===== src/rtl/bt_uart_pkg.sv =====
// Shared types and timing constants for the Bluetooth serial-link UART blocks.
// No logic: a state enum, default link constants and a bit-period helper.
// Imported by the TX controller, its baud generator and the matching RX side.
package bt_uart_pkg;

   typedef enum logic [1:0] {
      IDLE,
      START,
      DATA,
      STOP
   } tx_state_t;

   localparam int CLK_HZ = 50_000_000;
   localparam int BAUD   = 9600;

   // Clock cycles per bit period, rounded to the nearest whole cycle.
   function automatic int calc_clks_per_bit(input int clk_hz, input int baud);
      return (clk_hz + (baud / 2)) / baud;
   endfunction

endpackage


===== src/rtl/bt_baud_gen.sv =====
// Bit-period timer: counts 0..CLKS_PER_BIT-1 and strobes bit_tick on the wrap cycle.
// Latency: bit_tick is combinational from the count; clear restarts the period next cycle.
// Backpressure: none; counting stalls while en is low.
module bt_baud_gen #(
   parameter int CLKS_PER_BIT = 5208
) (
   input  logic clk,
   input  logic rst,
   input  logic clear,
   input  logic en,
   output logic bit_tick,
   output logic pre_tick
);

   localparam int CW = (CLKS_PER_BIT > 1) ? $clog2(CLKS_PER_BIT) : 1;
   localparam logic [CW-1:0] LAST = CW'(CLKS_PER_BIT - 1);
   localparam logic [CW-1:0] PRE  = CW'(CLKS_PER_BIT - 2);

   logic [CW-1:0] cnt;

   // Period counter; clear aligns the first period exactly to the handshake.
   always_ff @(posedge clk) begin
      if (rst || clear) begin
         cnt <= '0;
      end else if (en) begin
         cnt <= (cnt == LAST) ? '0 : cnt + CW'(1);
      end
   end

   // pre_tick fires one cycle ahead of bit_tick so callers can register
   // a strobe that lines up with the final cycle of a period.
   assign bit_tick = en && (cnt == LAST);
   assign pre_tick = en && (cnt == PRE);

endmodule


===== src/rtl/bt_uart_tx_ctrl.sv =====
// UART frame sequencer for the Bluetooth module RX pin: start, LSB-first data, stop bit(s).
// Latency: tx drops low on the cycle after the handshake; frame is (1+DATA_BITS+STOP_BITS) bit periods.
// Backpressure: tx_ready is high only in IDLE; tx_valid and tx_data are ignored while busy.
module bt_uart_tx_ctrl
   import bt_uart_pkg::*;
#(
   parameter int CLKS_PER_BIT = calc_clks_per_bit(CLK_HZ, BAUD),
   parameter int DATA_BITS    = 8,
   parameter int STOP_BITS    = 1
) (
   input  logic                 clk,
   input  logic                 rst,
   input  logic [DATA_BITS-1:0] tx_data,
   input  logic                 tx_valid,
   output logic                 tx_ready,
   output logic                 tx,
   output logic                 busy,
   output logic                 done
);

   localparam int BW = $clog2(DATA_BITS) + 1;
   localparam logic [BW-1:0] LAST_BIT  = BW'(DATA_BITS - 1);
   localparam logic          LAST_STOP = 1'(STOP_BITS - 1);

   tx_state_t            state, state_n;
   logic [DATA_BITS-1:0] shift_reg, shift_n;
   logic [BW-1:0]        bit_idx, bit_idx_n;
   logic                 stop_idx, stop_n;
   logic                 tx_n, ready_n, busy_n, done_n;
   logic                 handshake;
   logic                 bit_tick, pre_tick;

   bt_baud_gen #(
      .CLKS_PER_BIT(CLKS_PER_BIT)
   ) u_baud (
      .clk      (clk),
      .rst      (rst),
      .clear    (handshake),
      .en       (busy),
      .bit_tick (bit_tick),
      .pre_tick (pre_tick)
   );

   // State, datapath and registered outputs; reset aborts any frame in flight.
   always_ff @(posedge clk) begin
      if (rst) begin
         state     <= IDLE;
         shift_reg <= '0;
         bit_idx   <= '0;
         stop_idx  <= 1'b0;
         tx        <= 1'b1;
         tx_ready  <= 1'b1;
         busy      <= 1'b0;
         done      <= 1'b0;
      end else begin
         state     <= state_n;
         shift_reg <= shift_n;
         bit_idx   <= bit_idx_n;
         stop_idx  <= stop_n;
         tx        <= tx_n;
         tx_ready  <= ready_n;
         busy      <= busy_n;
         done      <= done_n;
      end
   end

   // Next state and next output values; outputs are computed one cycle early
   // so that every port comes straight from a flop.
   always_comb begin
      state_n   = state;
      shift_n   = shift_reg;
      bit_idx_n = bit_idx;
      stop_n    = stop_idx;
      tx_n      = 1'b1;
      ready_n   = 1'b0;
      busy_n    = 1'b1;
      done_n    = 1'b0;
      handshake = 1'b0;

      case (state)
         IDLE: begin
            ready_n = 1'b1;
            busy_n  = 1'b0;
            if (tx_valid && tx_ready) begin
               handshake = 1'b1;
               shift_n   = tx_data;
               bit_idx_n = '0;
               stop_n    = 1'b0;
               state_n   = START;
               tx_n      = 1'b0;
               ready_n   = 1'b0;
               busy_n    = 1'b1;
            end
         end

         START: begin
            tx_n = 1'b0;
            if (bit_tick) begin
               state_n   = DATA;
               bit_idx_n = '0;
               tx_n      = shift_reg[0];
            end
         end

         DATA: begin
            tx_n = shift_reg[0];
            if (bit_tick) begin
               shift_n = shift_reg >> 1;
               if (bit_idx == LAST_BIT) begin
                  state_n = STOP;
                  stop_n  = 1'b0;
                  tx_n    = 1'b1;
               end else begin
                  bit_idx_n = bit_idx + BW'(1);
                  tx_n      = shift_n[0];
               end
            end
         end

         STOP: begin
            tx_n = 1'b1;
            // Look one cycle ahead so done lands on the final stop cycle.
            if (pre_tick && (stop_idx == LAST_STOP)) begin
               done_n = 1'b1;
            end
            if (bit_tick) begin
               if (stop_idx == LAST_STOP) begin
                  state_n = IDLE;
                  ready_n = 1'b1;
                  busy_n  = 1'b0;
               end else begin
                  stop_n = 1'b1;
               end
            end
         end

         default: begin
            state_n = IDLE;
            ready_n = 1'b1;
            busy_n  = 1'b0;
         end
      endcase
   end

endmodule

===== config.mk =====
export PLATFORM = sky130hd
export DESIGN_NAME = bt_uart_tx_ctrl
export DESIGN_NICKNAME = d
export VERILOG_FILES = /design/src/rtl/bt_uart_pkg.sv /design/src/rtl/bt_baud_gen.sv /design/src/rtl/bt_uart_tx_ctrl.sv
export SDC_FILE = /design/constraint.sdc
export NUM_CORES = 1
export LEC_CHECK = 0
export CORE_ASPECT_RATIO = 1.4
export CORE_UTILIZATION = 25
export CTS_CLUSTER_DIAMETER = 150
export DETAILED_ROUTE_END_ITERATION = 6
export PLACE_DENSITY = 0.4
export RECOVER_POWER = 50
export SLEW_MARGIN = 20
export SYNTH_ARGS = -nofsm -noshare
export SYNTH_HDL_FRONTEND = slang
export SYNTH_HIERARCHICAL = 1
export SYNTH_SLANG_ARGS = --single-unit

===== constraint.sdc =====
create_clock -name clk -period 3.1 [get_ports clk]
set_clock_uncertainty 0.05 [all_clocks]
set_input_delay 0.62 -clock clk [delete_from_list [all_inputs] [get_ports clk]]
set_output_delay 0.62 -clock clk [all_outputs]
set_load 0.02 [all_outputs]

==> metrics.md, run 1 <==
| Metric | Value |
|---|---|
| Cell Area, Placed | `1820 µm²` |
| Detailed-route via count | `between 1k and 1.5k` |
| Final Worst Setup Slack | `0.562 ns` |
| Net switching share of the total power | `a little under two fifths` |
| Ports | `15` |
| Result of the run | `finished clean` |
| Leak Pwr | `0.637 nW` |
| Internal power component | `0.897 mW` |
| Share of synthesized area occupied by flip-flops and latches | `between 30% and 40%` |
| Worst hold path cell count | `2` |
| Worst ir drop on vdd | `0.217 mV` |
| Terminating pin of the worst hold path | `shift_reg[7]` |
| Number of design-rule violations left by the first detailed-router iteration | `between 50 and 60` |
| Reg power frac | `38.1%` |
| Yosys reg bits | `31` |
| Synth unique cells | `slightly above 40` |
| Total power | `around 1.5 mW` |
| Top delay family on crit path | `simple AND/OR/NAND/NOR gates` |
| Die area | `6800 µm²` |
| Arrival time of the worst setup path | `approximately 2.7 ns` |
| Delay of the slowest cell on the worst path | `around 0.43 ns` |
| GRT Residual Overflow | `0` |
| Tightest slew margin relative to the limit | `about 53%` |
| Final number of max-transition violations | `0` |
| Minimum clock period | `between 2 and 3 ns` |
| Psw | `roughly 0.56 mW` |
| Power density of the placed cells | `766 nW/µm²` |
| Fraction of the mapped netlist area in compound gates | `between 10% and 20%` |
| Worst Hold Class | `reg -> reg` |
| Global-route wire length before repair | `roughly 6000 µm` |
| Hold buffer count at CTS | `0` |
| Fraction of power consumed by combinational cells | `between 40% and 50%` |
| Number of flip-flops under the largest register name | `13` |
| IO Port Bufs | `14` |
| Gates resized, CTS repair | `0` |
| Slowest cell on the critical path | `sky130_fd_sc_hd__dfxtp_1` |
| Amount of wire on met3 after detailed routing | `80 µm` |
| Met2 wire length | `approximately 1900 µm` |
| Startpoint of the most critical register-to-register path | `u_baud/cnt[0]` |
| H-Tree Depth | `2` |
| Initial core utilization | `between 20% and 30%` |
| Final layout net count | `210` |
| Core region area | `roughly 6200 µm²` |
| List of cells traversed by the critical path | `ha_1 > nand4_1 > nor3_1 > clkbuf_1 > mux2_2 > a21oi_1 > a21oi_1 > or3_1` |
| Bufs on Longest Clock Path | `2` |
| HPWL after detailed placement | `between 2000 and 3000 µm` |
| Total number of clock tree sinks | `31` |
| Highest achievable clock rate | `approximately 400 MHz` |
| Number of antenna violations at the first check in global routing | `0` |
| Global-route total usage across every layer | `11.3%` |
| Root buffer cell | `sky130_fd_sc_hd__clkbuf_8` |
| Die Span Y | `97.1 µm` |
| Internal reg-to-reg setup slack | `between 0.5 and 0.6 ns` |
| Adder-Cell Fraction of Synth Area | `5.42%` |
| Slew at the pin with the worst max-slew slack | `between 0.7 and 0.8 ns` |
| Capturing element type of the critical path | `register` |
| Share of layout cells above drive strength 1 | `between 10% and 20%` |
| Portion of synthesized cell area occupied by the leading cell type | `a little under two fifths` |
| Clock tree from TritonCTS | `done` |
| Clock slew seen by the registers of the worst setup and hold paths | `0.07 ns` |
| Xor/xnor cell area share of the yosys netlist | `approximately 6%` |
| Met1 Routed Length | `1490 µm` |
| Share of synthesized area spent on multiplexers | `about 6.3%` |
| 1st-pass router iterations | `4` |
| Max-cap viol count | `0` |
| Antenna Diode Count | `0` |
| Cell types occupying the most area after synthesis | `sky130_fd_sc_hd__dfxtp_1 38%, sky130_fd_sc_hd__nor2_1 6.3%, sky130_fd_sc_hd__ha_1 5.4%` |
| Final hold slack | `between 0.4 and 0.5 ns` |
| Reg-to-reg critical path endpoint | `tx` |
| Number of CTS-inserted buffers | `5` |
| Total length of routed wires | `between 3000 and 4000 µm` |
| Buf+Inv Stages, Crit Path | `1` |
| Final weighted congestion in routability-driven placement | `between 0.7 and 0.8` |
| Kind of launch point of the worst setup path | `register` |
| Critical-path maximum fanout | `7` |
| Area of the mapped netlist | `about 1600 µm²` |
| Layout Area Growth over Synthesis | `17.6%` |
| Number of setup buffers added after CTS | `0` |
| Setup repair after global routing missed its margin | `no` |
| Net Count, Synth | `about 190` |
| Antenna viol nets, final | `0` |
| Final setup vio count | `0` |
| Final worst path period share | `81.9%` |
| Worst skew pair latency | `between 0.2 and 0.3 ns` |
| Largest net degree at the start of global routing | `17` |
| Synthesis Warnings | `6` |
| Required arrival time at the worst endpoint | `~3.2 ns` |
| Final Hold Viols | `0` |
| Setup Total Neg Slack | `0 ns` |
| Cell with the most instances on the worst path | `sky130_fd_sc_hd__a21oi_1` |
| Synth Area in Simple Gates | `22.5%` |
| Depth of the worst register-to-register path | `8` |
| Chip Width | `~70 µm` |
| Mapped Avg Cell Area | `around 9.3 µm²` |
| Top routing layer in use | `met4` |
| Min-delay src | `shift_reg[7]` |
| Via count of the first global-routing pass | `1319` |
| Final Instance Area | `approximately 1900 µm²` |
| Average vias per placed instance | `4.86` |
| Setup CP Type | `reg -> reg` |
| Worst setup slack before clock tree synthesis | `around 0.71 ns` |
| Number of placement rows | `34` |
| Main combinational cell family by area after synthesis | `simple AND/OR/NAND/NOR gates` |
| Average wire per standard cell | `about 13 µm` |
| Final routed DRC violation total | `0` |
| Synthesized instance count | `roughly 170` |
| Cell type with the largest total area after synthesis | `sky130_fd_sc_hd__dfxtp_1` |
| Fraction of power consumed by the clock network | `roughly a fifth` |
==> worst max path at each step <==
stage                   from           end  slack [ns]  depth (start not counted)
6_report       u_baud/cnt[0]            tx        0.56                          8
3_3_place_gp   u_baud/cnt[0]            tx        0.79                          8
5_1_grt        u_baud/cnt[0]  shift_reg[4]        0.25                          8
4_1_cts        u_baud/cnt[0]            tx        0.69                          8
3_5_place_dp   u_baud/cnt[0]            tx        0.71                          8
2_1_floorplan           busy            tx        0.67                          7
==> power by group through the flow <==
| stage | Clock, mW | Combinational [mW] | Sequential [mW] |
|---|---|---|---|
| final | 0.307 | 0.594 | 0.555 |
| after global routing | 0.338 | 0.666 | 0.569 |
| after floorplan | 0 | 0.487 | 0.554 |
| after detailed placement | 0 | 0.598 | 0.564 |
| after global placement | 0 | 0.590 | 0.557 |
| after CTS | 0.323 | 0.602 | 0.555 |
==> cells in the mapped netlist <==
master	number
sky130_fd_sc_hd__dfxtp_1	31
sky130_fd_sc_hd__nor2_1	27
sky130_fd_sc_hd__nand2_1	9
sky130_fd_sc_hd__a211oi_1	8
sky130_fd_sc_hd__mux2i_1	8
sky130_fd_sc_hd__a21oi_1	7
sky130_fd_sc_hd__ha_1	7
sky130_fd_sc_hd__nand4_1	7
sky130_fd_sc_hd__xnor2_1	7
sky130_fd_sc_hd__inv_1	6
sky130_fd_sc_hd__o21ai_0	6
sky130_fd_sc_hd__or3_1	6
sky130_fd_sc_hd__xor2_1	4
sky130_fd_sc_hd__a21boi_1	3
sky130_fd_sc_hd__nor3_1	3
sky130_fd_sc_hd__and3b_1	2
sky130_fd_sc_hd__buf_6	2
sky130_fd_sc_hd__mux2_2	2
sky130_fd_sc_hd__nand2b_1	2
sky130_fd_sc_hd__nand3_1	2
sky130_fd_sc_hd__nand3_2	2
sky130_fd_sc_hd__nand4b_1	2
sky130_fd_sc_hd__nor4_1	2
sky130_fd_sc_hd__o21bai_1	2
sky130_fd_sc_hd__a211oi_2	1
sky130_fd_sc_hd__a21bo_2	1
sky130_fd_sc_hd__a21boi_4	1
sky130_fd_sc_hd__a21oi_2	1
sky130_fd_sc_hd__a21oi_4	1
sky130_fd_sc_hd__a2bb2oi_2	1
sky130_fd_sc_hd__a31oi_1	1
sky130_fd_sc_hd__a31oi_2	1
sky130_fd_sc_hd__buf_2	1
sky130_fd_sc_hd__buf_4	1
sky130_fd_sc_hd__clkbuf_1	1
sky130_fd_sc_hd__nand2_2	1
sky130_fd_sc_hd__nand3b_1	1
sky130_fd_sc_hd__nor4b_1	1
sky130_fd_sc_hd__o31ai_4	1
sky130_fd_sc_hd__or2b_2	1
sky130_fd_sc_hd__or3_4	1
==> cells in the final DEF (no fill, tap or decap), types with 3 or more instances in the layout <==
master                            instances
sky130_fd_sc_hd__or3_1                    6
sky130_fd_sc_hd__nand4_1                  7
sky130_fd_sc_hd__mux2i_1                  8
sky130_fd_sc_hd__nand2_1                  9
sky130_fd_sc_hd__dfxtp_1                 31
sky130_fd_sc_hd__nor2_1                  27
sky130_fd_sc_hd__clkdlybuf4s50_1         12
sky130_fd_sc_hd__a21boi_1                 3
sky130_fd_sc_hd__xor2_1                   4
sky130_fd_sc_hd__o21ai_0                  6
sky130_fd_sc_hd__a21oi_1                  7
sky130_fd_sc_hd__a211oi_1                 8
sky130_fd_sc_hd__ha_1                     7
sky130_fd_sc_hd__clkbuf_1                 3
sky130_fd_sc_hd__clkbuf_8                 5
sky130_fd_sc_hd__inv_1                    6
sky130_fd_sc_hd__nor3_1                   3
sky130_fd_sc_hd__xnor2_1                  7
==> stage by stage <==
stage	instances	utilization (%)
2_1_floorplan	174	-
3_3_place_gp	257	29.4
3_5_place_dp	257	29.4
4_1_cts	265	30.7
5_1_grt	265	30.6
6_report	265	30.6
==> worst reg2reg max path, stage by stage (launching register included) <==
cell	delay (ns)
sky130_fd_sc_hd__dfxtp_1	0.43
sky130_fd_sc_hd__ha_1	0.23
sky130_fd_sc_hd__nand4_1	0.30
sky130_fd_sc_hd__nor3_1	0.24
sky130_fd_sc_hd__clkbuf_1	0.29
sky130_fd_sc_hd__mux2_2	0.37
sky130_fd_sc_hd__a21oi_1	0.14
sky130_fd_sc_hd__a21oi_1	0.07
sky130_fd_sc_hd__or3_1	0.30
==> kinds of logic (layout without fill, tap and decap cells) <==
logic type                 after synthesis  after routing
xor gates and xnor gates                11             11
buffers and inverters                   11             30
muxes                                   10             10
adders and majority gates                7              7
DFF                                     31             31
and+or+nand+nor                         69             69
AOI/OAI and AO/OA                       35             35
==> layout make-up <==
cell class,count,area (µm²)
clock inverters,1,5.00
well taps,72,90.1
multi-input cells,132,935
repair buffers,16,151
flip-flops and latches,31,621
inverters,6,22.5
clock buffers,7,76.3
fillers,646,4310
==> per-layer routing <==
metal	vias to the layer above	global-route usage, %
li1	659	-
met1	611	11.9
met2	12	20.8
met3	5	2.80
met4	0	5.08
met5	-	0
No activity file was read; power rests on OpenSTA's default activity.
==> inputs of run 2 (changes only) <==
Clock period 3.1 ns to 2.4 ns, I/O delays scaled along.
==> run 2 against run 1 <==
Effect of this change: power grew 33%; final cell count grew 2.3%; global-route usage grew 0.47 points; die area is the same; critical path type unchanged; highest routed layer unchanged.
==> metrics.md, run 2 (same netlist as run 1, synthesis figures left out) <==
| Metric | Value |
|---|---|
| Required arrival time at the worst endpoint | `2.54 ns (was 3.21 ns)` |
| Final layout net count | `217 (was 210)` |
| Antenna viol nets, final | `0 (unchanged)` |
| Min-delay src | `shift_reg[7] (unchanged)` |
| Setup repair after global routing missed its margin | `no (unchanged)` |
| GRT Residual Overflow | `0 (unchanged)` |
| Finished Layout Cells | `271 (was 265)` |
| Top delay family on crit path | `simple AND/OR/NAND/NOR gates (unchanged)` |
| Delay of the slowest cell on the worst path | `0.35 ns (was 0.43 ns)` |
| Cell Area, Placed | `1880 µm² (was 1820 µm²)` |
| Kind of launch point of the worst setup path | `register (unchanged)` |
| Detailed-route via count | `1316 (was 1287)` |
| Critical-path maximum fanout | `16 (was 7)` |
| Slowest cell on the critical path | `sky130_fd_sc_hd__dfxtp_1 (unchanged)` |
| Largest net degree at the start of global routing | `17 (unchanged)` |
| IO Port Bufs | `14 (unchanged)` |
| Clock tree from TritonCTS | `done (unchanged)` |
| Bufs on Longest Clock Path | `2 (unchanged)` |
| Number of setup buffers added after CTS | `0 (unchanged)` |
| Final weighted congestion in routability-driven placement | `0.789 (was 0.762)` |
| Count of placed standard cells including taps | `264 (was 257)` |
| Startpoint of the most critical register-to-register path | `u_baud/cnt[7] (was u_baud/cnt[0])` |
| Ports | `15 (unchanged)` |
| Worst ir drop on vdd | `0.262 mV (was 0.217 mV)` |
| Startpoint of the most critical setup path | `u_baud/cnt[7] (was u_baud/cnt[0])` |
| Most common library cell in the layout ignoring fill and taps | `sky130_fd_sc_hd__dfxtp_1 (unchanged)` |
| Setup CP Type | `reg -> reg (unchanged)` |
| HPWL after detailed placement | `2770 µm (was 2540 µm)` |
| Hold buffer count at CTS | `0 (unchanged)` |
| Die area | `6800 µm² (unchanged)` |
| H-Tree Depth | `2 (unchanged)` |
| List of cells traversed by the critical path | `nor4b_1 > nand3b_1 > nor3_2 > buf_4 > nand2_2 > a21oi_4 > nor2_1 > a211oi_1 (was ha_1 > nand4_1 > nor3_1 > clkbuf_1 > mux2_2 > a21oi_1 > a21oi_1 > or3_1)` |
| Result of the run | `finished clean (unchanged)` |
| Final routed DRC violation total | `0 (unchanged)` |
| Final number of max-transition violations | `0 (unchanged)` |
| Via count of the first global-routing pass | `1362 (was 1319)` |
| Total length of routed wires | `3690 µm (was 3530 µm)` |
| Die Span Y | `97.1 µm (unchanged)` |
| Final Hold Viols | `0 (unchanged)` |
| Tightest slew margin relative to the limit | `33.8% (was 53.0%)` |
| Clock slew seen by the registers of the worst setup and hold paths | `0.07 ns (about the same)` |
| Worst skew pair latency | `0.28 ns (about the same)` |
| Average wire per standard cell | `13.6 µm (was 13.3 µm)` |
| 1st-pass router iterations | `4 (unchanged)` |
| CP endpoint | `shift_reg[4] (was tx)` |
| Global-route total usage across every layer | `11.8% (was 11.3%)` |
| Final setup vio count | `0 (unchanged)` |
| Reg-to-reg critical path endpoint | `shift_reg[4] (was tx)` |
| Root buffer cell | `sky130_fd_sc_hd__clkbuf_8 (unchanged)` |
| Number of placement rows | `34 (unchanged)` |
| Total power | `1.94 mW (was 1.46 mW)` |
| Leak Pwr | `0.678 nW (was 0.637 nW)` |
| Minimum clock period | `2.21 ns (was 2.54 ns)` |
| Highest achievable clock rate | `452 MHz (was 394 MHz)` |
| Commonest cells after routing, fill and taps aside | `31 x sky130_fd_sc_hd__dfxtp_1, 27 x sky130_fd_sc_hd__nor2_1, 10 x sky130_fd_sc_hd__clkdlybuf4s50_1, 9 x sky130_fd_sc_hd__nand2_1 (was 31 x sky130_fd_sc_hd__dfxtp_1, 27 x sky130_fd_sc_hd__nor2_1, 12 x sky130_fd_sc_hd__clkdlybuf4s50_1, 9 x sky130_fd_sc_hd__nand2_1)` |
| Number of design-rule violations left by the first detailed-router iteration | `51 (was 55)` |
| Number of flip-flops under the largest register name | `13 (unchanged)` |
| Worst Hold Class | `reg -> reg (unchanged)` |
| Max-cap viol count | `0 (unchanged)` |
| Capturing element type of the critical path | `register (unchanged)` |
| Core region area | `6210 µm² (unchanged)` |
| Final hold slack | `0.434 ns (was 0.421 ns)` |
| Depth of the worst register-to-register path | `8 (unchanged)` |
| Power density of the placed cells | `991 nW/µm² (was 766 nW/µm²)` |
| Number of antenna violations at the first check in global routing | `0 (unchanged)` |
| Average vias per placed instance | `4.86 (about the same)` |
| Internal reg-to-reg setup slack | `0.19 ns (was 0.56 ns)` |
| Number of gates on the worst path with buffers counted | `8 (unchanged)` |
| Share of layout cells above drive strength 1 | `15.6% (was 11.4%)` |
| Chip Width | `70.0 µm (unchanged)` |
| Setup Total Neg Slack | `0 ns (unchanged)` |
| Final Instance Area | `1950 µm² (was 1900 µm²)` |
| Initial core utilization | `26.0% (unchanged)` |
| Total number of clock tree sinks | `31 (unchanged)` |
| Final worst path period share | `92.1% (was 81.9%)` |
| Layout Area Growth over Synthesis | `20.8% (was 17.6%)` |
| Slew at the pin with the worst max-slew slack | `0.987 ns (was 0.705 ns)` |
| Buf+Inv Stages, Crit Path | `1 (unchanged)` |
| Number of CTS-inserted buffers | `5 (unchanged)` |
| Gates resized, CTS repair | `0 (unchanged)` |
| Antenna Diode Count | `0 (unchanged)` |
| Global-route wire length before repair | `6380 µm (was 6170 µm)` |
| Arrival time of the worst setup path | `2.35 ns (was 2.65 ns)` |
-- run 2: changes by cell type in the layout (fill, tap and decap cells not counted), moves of 2 or more --
| cell | before | now |
|---|---|---|
| sky130_fd_sc_hd__dlygate4sd3_1 | 2 | 4 |
| sky130_fd_sc_hd__clkbuf_1 | 3 | 1 |
| sky130_fd_sc_hd__clkdlybuf4s50_1 | 12 | 10 |
| sky130_fd_sc_hd__buf_4 | 1 | 7 |
-- run 2: layout make-up --
type | count | area, µm²
Fill cell | 640 | 4260
Multi-Input combinational cell | 132 | 931
Sequential cell | 31 | 621
Timing Repair Buffer | 23 | 201
Tap cell | 72 | 90.1
Clock buffer | 6 | 82.6
Inverter | 6 | 22.5
Clock inverter | 1 | 5.00
-- run 2: per-stage QoR --
stage / util [%] / worst slack, ns
after floorplan: - / 0.138
after global placement: 30.3 / 0.267
after detailed placement: 30.3 / 0.169
after CTS: 31.7 / 0.148
after global routing: 31.4 / 0.0181
final: 31.4 / 0.189
-- run 2: routing by layer --
metal | up-vias | track usage, % | routed length, µm
li1 | 672 | - | -
met3 | 5 | 3.11 | 139
met1 | 613 | 13.0 | 1550
met4 | 0 | 5.08 | 53
met2 | 26 | 20.9 | 1950
met5 | - | 0 | 0
-- run 2: worst min path at each step --
| stage | end | slack, ns | cells after the start |
|---|---|---|---|
| floorplan | shift_reg[7] | 0.40 | 2 |
| global placement | shift_reg[7] | 0.42 | 2 |
| detailed placement | shift_reg[7] | 0.42 | 2 |
| CTS | shift_reg[7] | 0.43 | 2 |
| global route | shift_reg[7] | 0.48 | 2 |
| finish | shift_reg[7] | 0.43 | 2 |
-- run 2: worst min-delay path: stages (launching register included) --
cell                       delay [ns]
sky130_fd_sc_hd__dfxtp_1         0.32
sky130_fd_sc_hd__nand2b_1        0.07
sky130_fd_sc_hd__a21oi_1         0.05
-- run 2: power breakdown --
group	leakage (nW)	switching [mW]	internal, mW
registers	0.253	0.0769	0.617
logic	0.377	0.468	0.355
clock network	0.0470	0.194	0.225
total	0.678	0.739	1.20
